$ cat src/rtl/addsub_ascii_seq_if.sv
// addsub_ascii_seq_if
//   Operand/command and character-stream bundle for addsub_ascii_seq.
//   master : front end (drives start, subtract, operands; observes stream)
//   slave  : the add/subtract unit
//   Gl_adder_start  start request, sampled only while the unit is idle
//   Gl_subtract     1 = r1 - r2, 0 = r1 + r2
//   Gl_r1, Gl_r2    WIDTH-bit operands
//   L2_busy         high whenever the unit is not idle
//   L2_adder_data   ASCII character, qualified by L2_adder_valid
//   L2_adder_valid  one character per cycle while high
//   L2_adder_last   marks the final character
//   L2_adder_rdy    one-cycle pulse after the final character
//   L2_result       binary result
//   L2_carry        carry (add) or borrow (subtract)
//   L2_ovf          two's-complement overflow
interface addsub_ascii_seq_if #(
    parameter int WIDTH = 8
);
    logic             Gl_adder_start;
    logic             Gl_subtract;
    logic [WIDTH-1:0] Gl_r1;
    logic [WIDTH-1:0] Gl_r2;
    logic             L2_busy;
    logic [7:0]       L2_adder_data;
    logic             L2_adder_valid;
    logic             L2_adder_last;
    logic             L2_adder_rdy;
    logic [WIDTH-1:0] L2_result;
    logic             L2_carry;
    logic             L2_ovf;

    modport master (
        output Gl_adder_start, Gl_subtract, Gl_r1, Gl_r2,
        input  L2_busy, L2_adder_data, L2_adder_valid, L2_adder_last,
               L2_adder_rdy, L2_result, L2_carry, L2_ovf
    );

    modport slave (
        input  Gl_adder_start, Gl_subtract, Gl_r1, Gl_r2,
        output L2_busy, L2_adder_data, L2_adder_valid, L2_adder_last,
               L2_adder_rdy, L2_result, L2_carry, L2_ovf
    );
endinterface

$ cat src/rtl/addsub_ascii_seq.sv
// addsub_ascii_seq
//   Sequential WIDTH-bit add/subtract: one nibble per clock through a 4-bit
//   ripple-carry stage, then the result is streamed as ASCII hex (carry/borrow
//   character first, then nibbles MSB first), followed by a ready pulse.
//   clk       rising-edge clock
//   Gl_rst_n  synchronous active-low reset; clears state and all outputs
//   bus       addsub_ascii_seq_if.slave (operands in, character stream out)
module addsub_ascii_seq #(
    parameter int WIDTH = 8
) (
    input  logic                 clk,
    input  logic                 Gl_rst_n,
    addsub_ascii_seq_if.slave    bus
);
    localparam int DIGITS = WIDTH / 4;
    localparam int IDX_W  = (DIGITS > 1) ? $clog2(DIGITS) : 1;
    localparam logic [IDX_W-1:0] LAST_IDX = IDX_W'(DIGITS - 1);

    typedef enum logic [1:0] {IDLE, CALC, EMIT, DONE} state_t;

    state_t           state_q, state_d;
    logic [WIDTH-1:0] op1_q, op1_d, op2_q, op2_d, acc_q, acc_d;
    logic             sub_q, sub_d, cy_q, cy_d;
    logic [IDX_W-1:0] idx_q, idx_d;

    logic             busy_q, busy_d, valid_q, valid_d, last_q, last_d;
    logic             rdy_q, rdy_d, carry_q, carry_d, ovf_q, ovf_d;
    logic [7:0]       data_q, data_d;
    logic [WIDTH-1:0] result_q, result_d;

    logic [3:0]       nib_a, nib_b;
    logic [4:0]       sum5;   // nibble sum with carry-out in bit 4
    logic [3:0]       low4;   // bits [2:0] sum; bit 3 is the carry into bit 3

    function automatic logic [7:0] to_ascii(input logic [3:0] n);
        return (n < 4'd10) ? (8'h30 + {4'h0, n}) : (8'h37 + {4'h0, n});
    endfunction

    always_comb begin
        // NOTE: every variable gets a default before the case so no path
        // leaves one unassigned, which would infer a latch.
        state_d  = state_q;
        op1_d    = op1_q;
        op2_d    = op2_q;
        sub_d    = sub_q;
        cy_d     = cy_q;
        idx_d    = idx_q;
        acc_d    = acc_q;
        result_d = result_q;
        carry_d  = carry_q;
        ovf_d    = ovf_q;
        data_d   = data_q;
        valid_d  = 1'b0;
        last_d   = 1'b0;
        rdy_d    = 1'b0;

        // Subtraction is r1 + ~r2 + 1; the +1 enters as the initial carry.
        nib_a = op1_q[4*idx_q +: 4];
        nib_b = op2_q[4*idx_q +: 4] ^ {4{sub_q}};
        sum5  = {1'b0, nib_a} + {1'b0, nib_b} + {4'b0, cy_q};
        low4  = {1'b0, nib_a[2:0]} + {1'b0, nib_b[2:0]} + {3'b0, cy_q};

        case (state_q)
            IDLE: begin
                if (bus.Gl_adder_start) begin
                    op1_d   = bus.Gl_r1;
                    op2_d   = bus.Gl_r2;
                    sub_d   = bus.Gl_subtract;
                    cy_d    = bus.Gl_subtract;
                    idx_d   = '0;
                    state_d = CALC;
                end
            end
            CALC: begin
                acc_d[4*idx_q +: 4] = sum5[3:0];
                cy_d  = sum5[4];
                idx_d = idx_q + 1'b1;
                if (idx_q == LAST_IDX) begin
                    // Top nibble: publish the result and start the stream with
                    // the carry/borrow character in the same edge.
                    result_d = acc_d;
                    carry_d  = sum5[4] ^ sub_q;
                    ovf_d    = low4[3] ^ sum5[4];
                    data_d   = 8'h30 + {7'b0, carry_d};
                    valid_d  = 1'b1;
                    idx_d    = LAST_IDX;
                    state_d  = EMIT;
                end
            end
            EMIT: begin
                if (last_q) begin
                    rdy_d   = 1'b1;
                    state_d = DONE;
                end else begin
                    data_d  = to_ascii(result_q[4*idx_q +: 4]);
                    valid_d = 1'b1;
                    last_d  = (idx_q == '0);
                    idx_d   = idx_q - 1'b1;
                end
            end
            DONE: state_d = IDLE;
            default: state_d = IDLE;
        endcase

        busy_d = (state_d != IDLE);
    end

    always_ff @(posedge clk) begin
        if (!Gl_rst_n) begin
            state_q  <= IDLE;
            // NOTE: operand and working registers are cleared as well; they
            // are few flops and this keeps every register free of X after reset.
            op1_q    <= '0;
            op2_q    <= '0;
            acc_q    <= '0;
            sub_q    <= 1'b0;
            cy_q     <= 1'b0;
            idx_q    <= '0;
            busy_q   <= 1'b0;
            data_q   <= '0;
            valid_q  <= 1'b0;
            last_q   <= 1'b0;
            rdy_q    <= 1'b0;
            result_q <= '0;
            carry_q  <= 1'b0;
            ovf_q    <= 1'b0;
        end else begin
            // NOTE: non-blocking assignments so every register samples the
            // pre-edge values regardless of statement order.
            state_q  <= state_d;
            op1_q    <= op1_d;
            op2_q    <= op2_d;
            acc_q    <= acc_d;
            sub_q    <= sub_d;
            cy_q     <= cy_d;
            idx_q    <= idx_d;
            busy_q   <= busy_d;
            data_q   <= data_d;
            valid_q  <= valid_d;
            last_q   <= last_d;
            rdy_q    <= rdy_d;
            result_q <= result_d;
            carry_q  <= carry_d;
            ovf_q    <= ovf_d;
        end
    end

    assign bus.L2_busy        = busy_q;
    assign bus.L2_adder_data  = data_q;
    assign bus.L2_adder_valid = valid_q;
    assign bus.L2_adder_last  = last_q;
    assign bus.L2_adder_rdy   = rdy_q;
    assign bus.L2_result      = result_q;
    assign bus.L2_carry       = carry_q;
    assign bus.L2_ovf         = ovf_q;
endmodule

$ cat src/flat_wrapper.sv
// flat-port wrapper written by rule: the top's interface ports become plain ports
module addsub_ascii_seq_flat 
#(
    parameter int WIDTH = 8
)
  (clk, Gl_rst_n, bus_Gl_adder_start, bus_Gl_subtract, bus_Gl_r1, bus_Gl_r2, bus_L2_busy, bus_L2_adder_data, bus_L2_adder_valid, bus_L2_adder_last, bus_L2_adder_rdy, bus_L2_result, bus_L2_carry, bus_L2_ovf);
  addsub_ascii_seq_if #(.WIDTH(WIDTH)) bus_i ();
  input  logic clk;
  input  logic Gl_rst_n;
  input wire logic [$bits(bus_i.Gl_adder_start)-1:0] bus_Gl_adder_start;
  input wire logic [$bits(bus_i.Gl_subtract)-1:0] bus_Gl_subtract;
  input wire logic [$bits(bus_i.Gl_r1)-1:0] bus_Gl_r1;
  input wire logic [$bits(bus_i.Gl_r2)-1:0] bus_Gl_r2;
  output wire logic [$bits(bus_i.L2_busy)-1:0] bus_L2_busy;
  output wire logic [$bits(bus_i.L2_adder_data)-1:0] bus_L2_adder_data;
  output wire logic [$bits(bus_i.L2_adder_valid)-1:0] bus_L2_adder_valid;
  output wire logic [$bits(bus_i.L2_adder_last)-1:0] bus_L2_adder_last;
  output wire logic [$bits(bus_i.L2_adder_rdy)-1:0] bus_L2_adder_rdy;
  output wire logic [$bits(bus_i.L2_result)-1:0] bus_L2_result;
  output wire logic [$bits(bus_i.L2_carry)-1:0] bus_L2_carry;
  output wire logic [$bits(bus_i.L2_ovf)-1:0] bus_L2_ovf;
  assign bus_i.Gl_adder_start = bus_Gl_adder_start;
  assign bus_i.Gl_subtract = bus_Gl_subtract;
  assign bus_i.Gl_r1 = bus_Gl_r1;
  assign bus_i.Gl_r2 = bus_Gl_r2;
  assign bus_L2_busy = bus_i.L2_busy;
  assign bus_L2_adder_data = bus_i.L2_adder_data;
  assign bus_L2_adder_valid = bus_i.L2_adder_valid;
  assign bus_L2_adder_last = bus_i.L2_adder_last;
  assign bus_L2_adder_rdy = bus_i.L2_adder_rdy;
  assign bus_L2_result = bus_i.L2_result;
  assign bus_L2_carry = bus_i.L2_carry;
  assign bus_L2_ovf = bus_i.L2_ovf;
  addsub_ascii_seq #(.WIDTH(WIDTH)) u_core (.clk(clk), .Gl_rst_n(Gl_rst_n), .bus(bus_i));
endmodule
$ cat config.mk
export PLATFORM = sky130hd
export DESIGN_NAME = addsub_ascii_seq_flat
export DESIGN_NICKNAME = d
export VERILOG_FILES = /design/src/rtl/addsub_ascii_seq_if.sv /design/src/rtl/addsub_ascii_seq.sv /design/src/flat_wrapper.sv
export SDC_FILE = /design/constraint.sdc
export NUM_CORES = 1
export LEC_CHECK = 0
export CAP_MARGIN = 0
export CORE_ASPECT_RATIO = 1.2
export CORE_MARGIN = 10
export CORE_UTILIZATION = 46
export CTS_CLUSTER_SIZE = 14
export DETAILED_ROUTE_END_ITERATION = 8
export GPL_ROUTABILITY_DRIVEN = 1
export GPL_TIMING_DRIVEN = 0
export PLACE_DENSITY = 0.75
export REMOVE_ABC_BUFFERS = 1
export SLEW_MARGIN = 20
export SYNTH_ARGS = -nofsm -noshare
export SYNTH_HDL_FRONTEND = slang
export SYNTH_SLANG_ARGS = --single-unit
$ cat constraint.sdc
create_clock -name clk -period 2.7 [get_ports clk]
set_clock_uncertainty 0.2 [all_clocks]
set_input_delay 0.27 -clock clk [delete_from_list [all_inputs] [get_ports clk]]
set_output_delay 0.27 -clock clk [all_outputs]
set_load 0.005 [all_outputs]
==> flow_summary.html, run 1 <==
<table>
<tr><th>Metric</th><th>Value</th></tr>
<tr><th colspan="2">Power</th></tr>
<tr><td>Combinational Power Share</td><td>0.168</td></tr>
<tr><td>Portion of total power attributed to the clock network</td><td>0.336</td></tr>
<tr><td>Maximum vdd drop</td><td>346 uV</td></tr>
<tr><td>Switching share of power</td><td>0.251</td></tr>
<tr><td>Total power density per cell area</td><td>541 nW/um^2</td></tr>
<tr><td>Leakage power total</td><td>1.04 nW</td></tr>
<tr><td>Internal power</td><td>0.00111 W</td></tr>
<tr><td>Psw</td><td>0.000374 W</td></tr>
<tr><td>Reg power frac</td><td>0.496</td></tr>
<tr><th colspan="2">Drt</th></tr>
<tr><td>Total via count after detailed routing</td><td>1835</td></tr>
<tr><td>Number of DRC violations after detailed routing</td><td>0</td></tr>
<tr><td>Vias per cell</td><td>5.13</td></tr>
<tr><td>Iteration-0 DRC Markers</td><td>59</td></tr>
<tr><td>Post-route ant nets</td><td>0</td></tr>
<tr><td>DR WL/cell</td><td>13.3 microns</td></tr>
<tr><td>Final wirelength</td><td>4750 microns</td></tr>
<tr><td>First-pass detailed-route iteration total</td><td>4</td></tr>
<tr><th colspan="2">Setup path</th></tr>
<tr><td>Type of the worst setup path</td><td>flip-flop to flip-flop</td></tr>
<tr><td>Crit path DAT</td><td>2.52 ns</td></tr>
<tr><td>Worst Setup Start Kind</td><td>flip-flop</td></tr>
<tr><td>CP Data Required Time</td><td>2.70 ns</td></tr>
<tr><td>Internal reg-to-reg setup slack</td><td>0.18 ns</td></tr>
<tr><td>Maximum net fanout on the critical path</td><td>7</td></tr>
<tr><td>Kind of end point of the critical path</td><td>flip-flop</td></tr>
<tr><th colspan="2">Timing</th></tr>
<tr><td>Min Clock Period, post-route</td><td>2.52 ns</td></tr>
<tr><td>Worst hold margin</td><td>0.256 ns</td></tr>
<tr><td>Max-Slew Margin vs Limit</td><td>0.592</td></tr>
<tr><td>RSZ-0062 raised after global routing</td><td>no</td></tr>
<tr><td>Transition time of the tightest slew-check pin</td><td>0.612 ns</td></tr>
<tr><td>Number of endpoints with negative hold slack in the final report</td><td>0</td></tr>
<tr><td>Max Transition Viols Final</td><td>0</td></tr>
<tr><td>Final setup viols</td><td>0</td></tr>
<tr><td>Part of the cycle the worst path needs</td><td>0.934</td></tr>
<tr><td>Max Freq</td><td>397 MHz</td></tr>
<tr><td>Post-layout worst setup margin</td><td>0.178 ns</td></tr>
<tr><th colspan="2">Finish</th></tr>
<tr><td>Summed area of non-filler cells in the final layout</td><td>2750 sq um</td></tr>
<tr><td>Total of fill cells in the finished design</td><td>444</td></tr>
<tr><td>Final standard cell count with taps included and fillers excluded</td><td>358</td></tr>
<tr><td>Sequential Area</td><td>925 sq um</td></tr>
<tr><td>Leading cell types in the layout, fill and taps excluded</td><td>nand2_1, dfxtp_1, clkdlybuf4s50_1, a21oi_1, nor2_1</td></tr>
<tr><td>Synth-to-Final Area Change</td><td>22.5%</td></tr>
<tr><td>Antenna diode count</td><td>0</td></tr>
<tr><td>Most common library cell in the layout ignoring fill and taps</td><td>nand2_1</td></tr>
<tr><td>Nets</td><td>329</td></tr>
<tr><td>Multi-input combinational cell area</td><td>1200 sq um</td></tr>
<tr><td>Utilization after layout</td><td>0.590</td></tr>
<tr><td>Share of layout cells above drive strength 1</td><td>0.0767</td></tr>
<tr><th colspan="2">Global route</th></tr>
<tr><td>Pin count of the biggest net entering global routing</td><td>35</td></tr>
<tr><td>Antenna violations before repair</td><td>0</td></tr>
<tr><td>All-layer global routing usage</td><td>0.125</td></tr>
<tr><td>GRT overflow</td><td>0</td></tr>
<tr><td>Via count of the first global-routing pass</td><td>1971</td></tr>
<tr><td>Wire length of the first global-routing pass</td><td>8490 microns</td></tr>
<tr><th colspan="2">Synth</th></tr>
<tr><td>Proportion of synthesized flip-flops having asynchronous set or reset</td><td>0</td></tr>
<tr><td>Commonest register cell after synthesis</td><td>dfxtp_1</td></tr>
<tr><td>Post-synthesis area per instance</td><td>8.44 sq um</td></tr>
<tr><td>Synthesis Warnings</td><td>0</td></tr>
<tr><td>Cell area after synthesis</td><td>2240 sq um</td></tr>
<tr><td>Count of cell types in the netlist</td><td>50</td></tr>
<tr><td>Synthesis-stage register bit count</td><td>46</td></tr>
<tr><td>Synthesized instance count</td><td>266</td></tr>
<tr><td>Share of the yosys chip area belonging to registers</td><td>0.410</td></tr>
<tr><td>EDFF count, synth</td><td>0</td></tr>
<tr><th colspan="2">Floorplan</th></tr>
<tr><td>Core area</td><td>4660 sq um</td></tr>
<tr><td>Site row count</td><td>27</td></tr>
<tr><td>Count of pins on the block boundary</td><td>42</td></tr>
<tr><td>Die width</td><td>83.8 microns</td></tr>
<tr><td>Floorplan die area</td><td>8090 sq um</td></tr>
<tr><td>Starting density of the core</td><td>0.481</td></tr>
<tr><td>Die height</td><td>96.5 microns</td></tr>
<tr><th colspan="2">Clocking</th></tr>
<tr><td>CTS Root Cell</td><td>clkbuf_8</td></tr>
<tr><td>CTS tree</td><td>done</td></tr>
<tr><td>TritonCTS Sinks</td><td>46</td></tr>
<tr><td>TritonCTS buffer count</td><td>5</td></tr>
<tr><td>Clock Pin Slew Worst Setup and Hold Paths</td><td>0.08 ns</td></tr>
<tr><td>H-Tree Level Count</td><td>2</td></tr>
<tr><td>Buffer depth of the longest clock path</td><td>2</td></tr>
<tr><td>Clock latency on the worst-skew pair</td><td>0.29 ns</td></tr>
<tr><th colspan="2">Placed design</th></tr>
<tr><td>Placer congestion estimate</td><td>0.720</td></tr>
<tr><td>PortBufs</td><td>40</td></tr>
<tr><td>Estimated wirelength of the detail-placed design</td><td>3440 microns</td></tr>
<tr><td>Pre-CTS setup slack</td><td>-0.624 ns</td></tr>
<tr><td>Count of placed standard cells including taps</td><td>347</td></tr>
<tr><td>Cell Area, Placed</td><td>2620 sq um</td></tr>
<tr><th colspan="2">Run</th></tr>
<tr><td>Max-Cap Viols</td><td>0</td></tr>
<tr><th colspan="2">Status</th></tr>
<tr><td>Run status</td><td>complete, no violations</td></tr>
<tr><th colspan="2">Min path</th></tr>
<tr><td>Hold WC Path Type</td><td>flip-flop to flip-flop</td></tr>
</table>
==> cell usage after synthesis, types with 2 or more instances <==
| library cell | count | share of area |
|---|---|---|
| nand2b_1 | 3 | 0.0084 |
| nor3b_1 | 2 | 0.0067 |
| o21ai_0 | 8 | 0.018 |
| buf_6 | 4 | 0.020 |
| xor2_1 | 2 | 0.0078 |
| o32ai_1 | 2 | 0.0078 |
| nor2_1 | 16 | 0.027 |
| o21a_1 | 3 | 0.010 |
| mux2i_1 | 11 | 0.049 |
| xnor2_1 | 3 | 0.012 |
| and2_1 | 3 | 0.0084 |
| nand3_1 | 4 | 0.0089 |
| or2_2 | 2 | 0.0056 |
| fa_1 | 2 | 0.018 |
| buf_2 | 3 | 0.0067 |
| nor2b_1 | 2 | 0.0056 |
| nand2_1 | 59 | 0.099 |
| mux2_2 | 5 | 0.025 |
| ha_1 | 8 | 0.045 |
| a21oi_1 | 32 | 0.071 |
| inv_1 | 5 | 0.0084 |
| clkbuf_1 | 9 | 0.015 |
| dfxtp_1 | 46 | 0.41 |
| nor3_1 | 6 | 0.013 |
==> registers in the layout (all words and copies together), names as in the netlist <==
register                   cells
u_core.bus.L2_adder_data       7
u_core.bus.L2_adder_valid      1
u_core.sub_q                   1
u_core.bus.L2_result           8
u_core.bus.L2_carry            1
u_core.bus.L2_adder_last       1
u_core.acc_q                   4
u_core.bus.L2_busy             1
u_core.state_q                 2
u_core.idx_q                   1
u_core.bus.L2_ovf              1
u_core.op1_q                   8
u_core.bus.L2_adder_rdy        1
u_core.cy_q                    1
u_core.op2_q                   8
==> path summary, 6_finish.rpt <==
kind                                 from  cells past startpoint                                  endpoint
max             u_core.idx_q$_SDFFE_PN0P_                      9  u_core.bus.L2_adder_data[0]$_SDFFE_PN0P_
min          u_core.op2_q[0]$_SDFFE_PN0P_                      2              u_core.op2_q[0]$_SDFFE_PN0P_
max reg2reg     u_core.idx_q$_SDFFE_PN0P_                      9  u_core.bus.L2_adder_data[0]$_SDFFE_PN0P_
min reg2reg  u_core.op2_q[0]$_SDFFE_PN0P_                      2              u_core.op2_q[0]$_SDFFE_PN0P_
==> per-layer routing <==
layer	global-route usage	vias up	part of all wire
met4	0.0559	0	0.016
met3	0.0436	5	0.068
met1	0.118	827	0.42
li1	-	962	-
met2	0.241	41	0.49
met5	0	-	0
==> layout make-up <==
type | count | share of cell area
timing repair buffer | 43 | 0.154
tap | 58 | 0.0264
inverter | 6 | 0.00864
clock buffer | 7 | 0.0278
multi-input combinational | 197 | 0.436
clock inverter | 1 | 0.0109
sequential | 46 | 0.336
==> stage by stage <==
stage / total power [W] / TNS [ns]
2_1_floorplan: 0.000916 / -0.388
3_3_place_gp: 0.000997 / -3.94
3_5_place_dp: 0.00100 / -4.53
4_1_cts: 0.00150 / 0
5_1_grt: 0.00157 / 0
6_report: 0.00149 / 0
==> cells by family after synthesis <==
family / Yosys count / synth area share
compound gates: 57 / 0.151
xor+xnor: 5 / 0.0195
fa+ha+maj: 10 / 0.0624
buf+inv: 23 / 0.0552
flops: 46 / 0.410
mux: 16 / 0.0741
other cells: 1 / 0.00167
simple gates: 108 / 0.226
==> power groups by stage <==
stage	Clock [W]	Sequential (W)	Combinational, W
after global routing	0.000545	0.000745	0.000283
final	0.000500	0.000738	0.000250
after floorplan	0	0.000754	0.000161
after CTS	0.000514	0.000738	0.000253
after global placement	0	0.000758	0.000239
after detailed placement	0	0.000760	0.000244
==> worst max-delay path: stages, from the launching register on <==
cell and delay (ns):
dfxtp_4 0.37, buf_4 0.18, mux2i_1 0.26, fa_1 0.25, inv_1 0.06, fa_1 0.40, nand3_1 0.14, nand3b_1 0.11
a21o_1 0.21, a41o_1 0.22
==> what timing repair did <==
action                     in CTS  in global routing
hold buffers                    0                  0
resized for setup               3                  0
setup buffers                   3                  0
setup endpoints to repair      11                  0
Power figures use the tool's default switching activity.
==> inputs of run 2 (changes only) <==
--- a/config.mk
+++ b/config.mk
@@ -13,7 +13,7 @@
 export DETAILED_ROUTE_END_ITERATION = 8
 export GPL_ROUTABILITY_DRIVEN = 1
 export GPL_TIMING_DRIVEN = 0
-export PLACE_DENSITY = 0.75
+export PLACE_DENSITY_LB_ADDON = 0.15
 export REMOVE_ABC_BUFFERS = 1
 export SLEW_MARGIN = 20
 export SYNTH_ARGS = -nofsm -noshare
==> flow_summary.html, run 2 (synthesis gave the netlist of run 1 again) <==
<table>
<tr><th>Metric</th><th>Value</th></tr>
<tr><th colspan="2">Clocking</th></tr>
<tr><td>Clock latency on the worst-skew pair</td><td>0.30 ns</td></tr>
<tr><td>TritonCTS buffer count</td><td>5</td></tr>
<tr><td>Buffer depth of the longest clock path</td><td>2</td></tr>
<tr><td>Hold Buf Count CTS</td><td>0</td></tr>
<tr><td>Clock Pin Slew Worst Setup and Hold Paths</td><td>0.08 ns</td></tr>
<tr><td>TritonCTS Sinks</td><td>46</td></tr>
<tr><td>H-Tree Level Count</td><td>2</td></tr>
<tr><td>CTS Root Cell</td><td>clkbuf_8</td></tr>
<tr><td>CTS tree</td><td>done</td></tr>
<tr><th colspan="2">Timing</th></tr>
<tr><td>Final TNS setup</td><td>0 ns</td></tr>
<tr><td>Final setup viols</td><td>0</td></tr>
<tr><td>Min Clock Period, post-route</td><td>2.52 ns</td></tr>
<tr><td>RSZ-0062 raised after global routing</td><td>no</td></tr>
<tr><td>Part of the cycle the worst path needs</td><td>0.934</td></tr>
<tr><td>Worst hold margin</td><td>0.253 ns</td></tr>
<tr><td>Number of endpoints with negative hold slack in the final report</td><td>0</td></tr>
<tr><td>Post-layout worst setup margin</td><td>0.179 ns</td></tr>
<tr><td>Max Transition Viols Final</td><td>0</td></tr>
<tr><td>Max-Slew Margin vs Limit</td><td>0.591</td></tr>
<tr><td>Transition time of the tightest slew-check pin</td><td>0.613 ns</td></tr>
<tr><td>Max Freq</td><td>397 MHz</td></tr>
<tr><th colspan="2">Drt</th></tr>
<tr><td>DR WL/cell</td><td>13.2 microns</td></tr>
<tr><td>First-pass detailed-route iteration total</td><td>4</td></tr>
<tr><td>Iteration-0 DRC Markers</td><td>95</td></tr>
<tr><td>Total via count after detailed routing</td><td>1863</td></tr>
<tr><td>Number of DRC violations after detailed routing</td><td>0</td></tr>
<tr><td>Post-route ant nets</td><td>0</td></tr>
<tr><td>Final wirelength</td><td>4740 microns</td></tr>
<tr><td>Vias per cell</td><td>5.20</td></tr>
<tr><th colspan="2">Setup path</th></tr>
<tr><td>CP Data Required Time</td><td>2.70 ns</td></tr>
<tr><td>Type of the worst setup path</td><td>flip-flop to flip-flop</td></tr>
<tr><td>Worst path buffer plus inverter count</td><td>1</td></tr>
<tr><td>CP cell instances</td><td>mux2i_2, xor2_1, fa_2, inv_1, fa_1, nand3_1, nand3b_1, a21o_1, a41o_1</td></tr>
<tr><td>Beginning of the critical path</td><td>u_core.idx_q$_SDFFE_PN0P_</td></tr>
<tr><td>Maximum cell stage delay along the critical path</td><td>0.40 ns</td></tr>
<tr><td>Path length in cells of the critical path</td><td>9</td></tr>
<tr><td>Crit path max-delay family</td><td>adder cells</td></tr>
<tr><td>Startpoint of the lowest-slack register-to-register path</td><td>u_core.idx_q$_SDFFE_PN0P_</td></tr>
<tr><td>FF-to-FF path depth</td><td>9</td></tr>
<tr><td>Internal reg-to-reg setup slack</td><td>0.18 ns</td></tr>
<tr><td>Worst Setup Start Kind</td><td>flip-flop</td></tr>
<tr><td>Crit path DAT</td><td>2.52 ns</td></tr>
<tr><td>Critical-path cell with the highest stage delay</td><td>fa_1</td></tr>
<tr><td>Capture instance of the worst register-to-register path</td><td>u_core.bus.L2_adder_data[0]$_SDFFE_PN0P_</td></tr>
<tr><td>Kind of end point of the critical path</td><td>flip-flop</td></tr>
<tr><td>Maximum net fanout on the critical path</td><td>4</td></tr>
<tr><td>Critical path endpoint</td><td>u_core.bus.L2_adder_data[0]$_SDFFE_PN0P_</td></tr>
<tr><th colspan="2">Status</th></tr>
<tr><td>Run status</td><td>complete, no violations</td></tr>
<tr><th colspan="2">Floorplan</th></tr>
<tr><td>Core area</td><td>4660 sq um</td></tr>
<tr><td>Die height</td><td>96.5 microns</td></tr>
<tr><td>Site row count</td><td>27</td></tr>
<tr><td>Count of pins on the block boundary</td><td>42</td></tr>
<tr><td>Die width</td><td>83.8 microns</td></tr>
<tr><td>Floorplan die area</td><td>8090 sq um</td></tr>
<tr><td>Starting density of the core</td><td>0.481</td></tr>
<tr><th colspan="2">Run</th></tr>
<tr><td>Max-Cap Viols</td><td>0</td></tr>
<tr><th colspan="2">Finish</th></tr>
<tr><td>Most common library cell in the layout ignoring fill and taps</td><td>nand2_1</td></tr>
<tr><td>Nets</td><td>329</td></tr>
<tr><td>Antenna diode count</td><td>0</td></tr>
<tr><td>Leading cell types in the layout, fill and taps excluded</td><td>nand2_1, dfxtp_1, clkdlybuf4s50_1, a21oi_1, nor2_1</td></tr>
<tr><td>Synth-to-Final Area Change</td><td>22.1%</td></tr>
<tr><td>Share of layout cells above drive strength 1</td><td>0.0867</td></tr>
<tr><th colspan="2">Global route</th></tr>
<tr><td>Pin count of the biggest net entering global routing</td><td>35</td></tr>
<tr><td>GRT overflow</td><td>0</td></tr>
<tr><td>All-layer global routing usage</td><td>0.120</td></tr>
<tr><td>Antenna violations before repair</td><td>0</td></tr>
<tr><td>Via count of the first global-routing pass</td><td>1878</td></tr>
<tr><td>Wire length of the first global-routing pass</td><td>8340 microns</td></tr>
<tr><th colspan="2">Power</th></tr>
<tr><td>Maximum vdd drop</td><td>322 uV</td></tr>
<tr><td>Total power density per cell area</td><td>518 nW/um^2</td></tr>
<tr><td>Leakage power total</td><td>1.04 nW</td></tr>
<tr><th colspan="2">Placed design</th></tr>
<tr><td>Pre-CTS setup slack</td><td>-0.626 ns</td></tr>
<tr><td>Placer congestion estimate</td><td>0.754</td></tr>
<tr><td>Estimated wirelength of the detail-placed design</td><td>3450 microns</td></tr>
<tr><td>PortBufs</td><td>40</td></tr>
<tr><th colspan="2">Min path</th></tr>
<tr><td>Hold WC Path Type</td><td>flip-flop to flip-flop</td></tr>
</table>
run 2: cell type report:
class / count / area [sq um]
Inverter: 6 / 23.8
Timing Repair Buffer: 43 / 423
Multi-Input combinational cell: 197 / 1210
Clock inverter: 1 / 5.00
Tap cell: 58 / 72.6
Fill cell: 469 / 1920
Clock buffer: 7 / 86.3
Sequential cell: 46 / 925
run 2: per-layer routing:
metal / GRT usage / up-vias / wire (microns)
li1: - / 967 / -
met4: 0.0545 / 0 / 93
met1: 0.132 / 847 / 2090
met2: 0.210 / 38 / 2290
met5: 0 / - / 0
met3: 0.0402 / 11 / 259
run 2: tightest hold or removal path: cells and delay by family (launching register included):
family / cells / cell delay, ns
and+or+nand+nor: 1 / 0.05
AOI/OAI and AO/OA: 1 / 0.05
DFF: 1 / 0.31
run 2: timing repair:
| action | CTS | global route |
|---|---|---|
| endpoints found under the setup margin | 11 | 3 |
| resized for setup | 5 | 0 |
| buffers inserted | 1 | 2 |
| hold endpoints to repair | 0 | 0 |
run 2: through the flow:
stage	cells	utilization	total power, W	cell area (sq um)
floorplan	249	-	0.000916	2140
global placement	347	0.561	0.00100	2620
detailed placement	347	0.561	0.00101	2620
CTS	356	0.585	0.00143	2730
global route	358	0.588	0.00150	2740
finish	358	0.588	0.00142	2740
run 2: worst min-delay path by stage:
stage	startpoint	slack (ns)	to	depth (start not counted)
2_1_floorplan	Gl_rst_n	0.19	u_core.bus.L2_result[4]$_SDFFE_PN0P_	2
3_3_place_gp	u_core.op1_q[7]$_SDFFE_PN0P_	0.24	u_core.op1_q[7]$_SDFFE_PN0P_	2
3_5_place_dp	u_core.op1_q[5]$_SDFFE_PN0P_	0.24	u_core.op1_q[5]$_SDFFE_PN0P_	2
4_1_cts	u_core.op1_q[5]$_SDFFE_PN0P_	0.25	u_core.op1_q[5]$_SDFFE_PN0P_	2
5_1_grt	u_core.acc_q[1]$_SDFFE_PN0P_	0.27	u_core.bus.L2_result[1]$_SDFFE_PN0P_	2
6_report	u_core.op1_q[5]$_SDFFE_PN0P_	0.25	u_core.op1_q[5]$_SDFFE_PN0P_	2
run 2: power breakdown:
part	internal, W	leakage [nW]	switching [W]
Sequential	0.000716	0.376	0.0000236
Clock	0.000207	0.0482	0.000220
Combinational	0.000125	0.615	0.000130
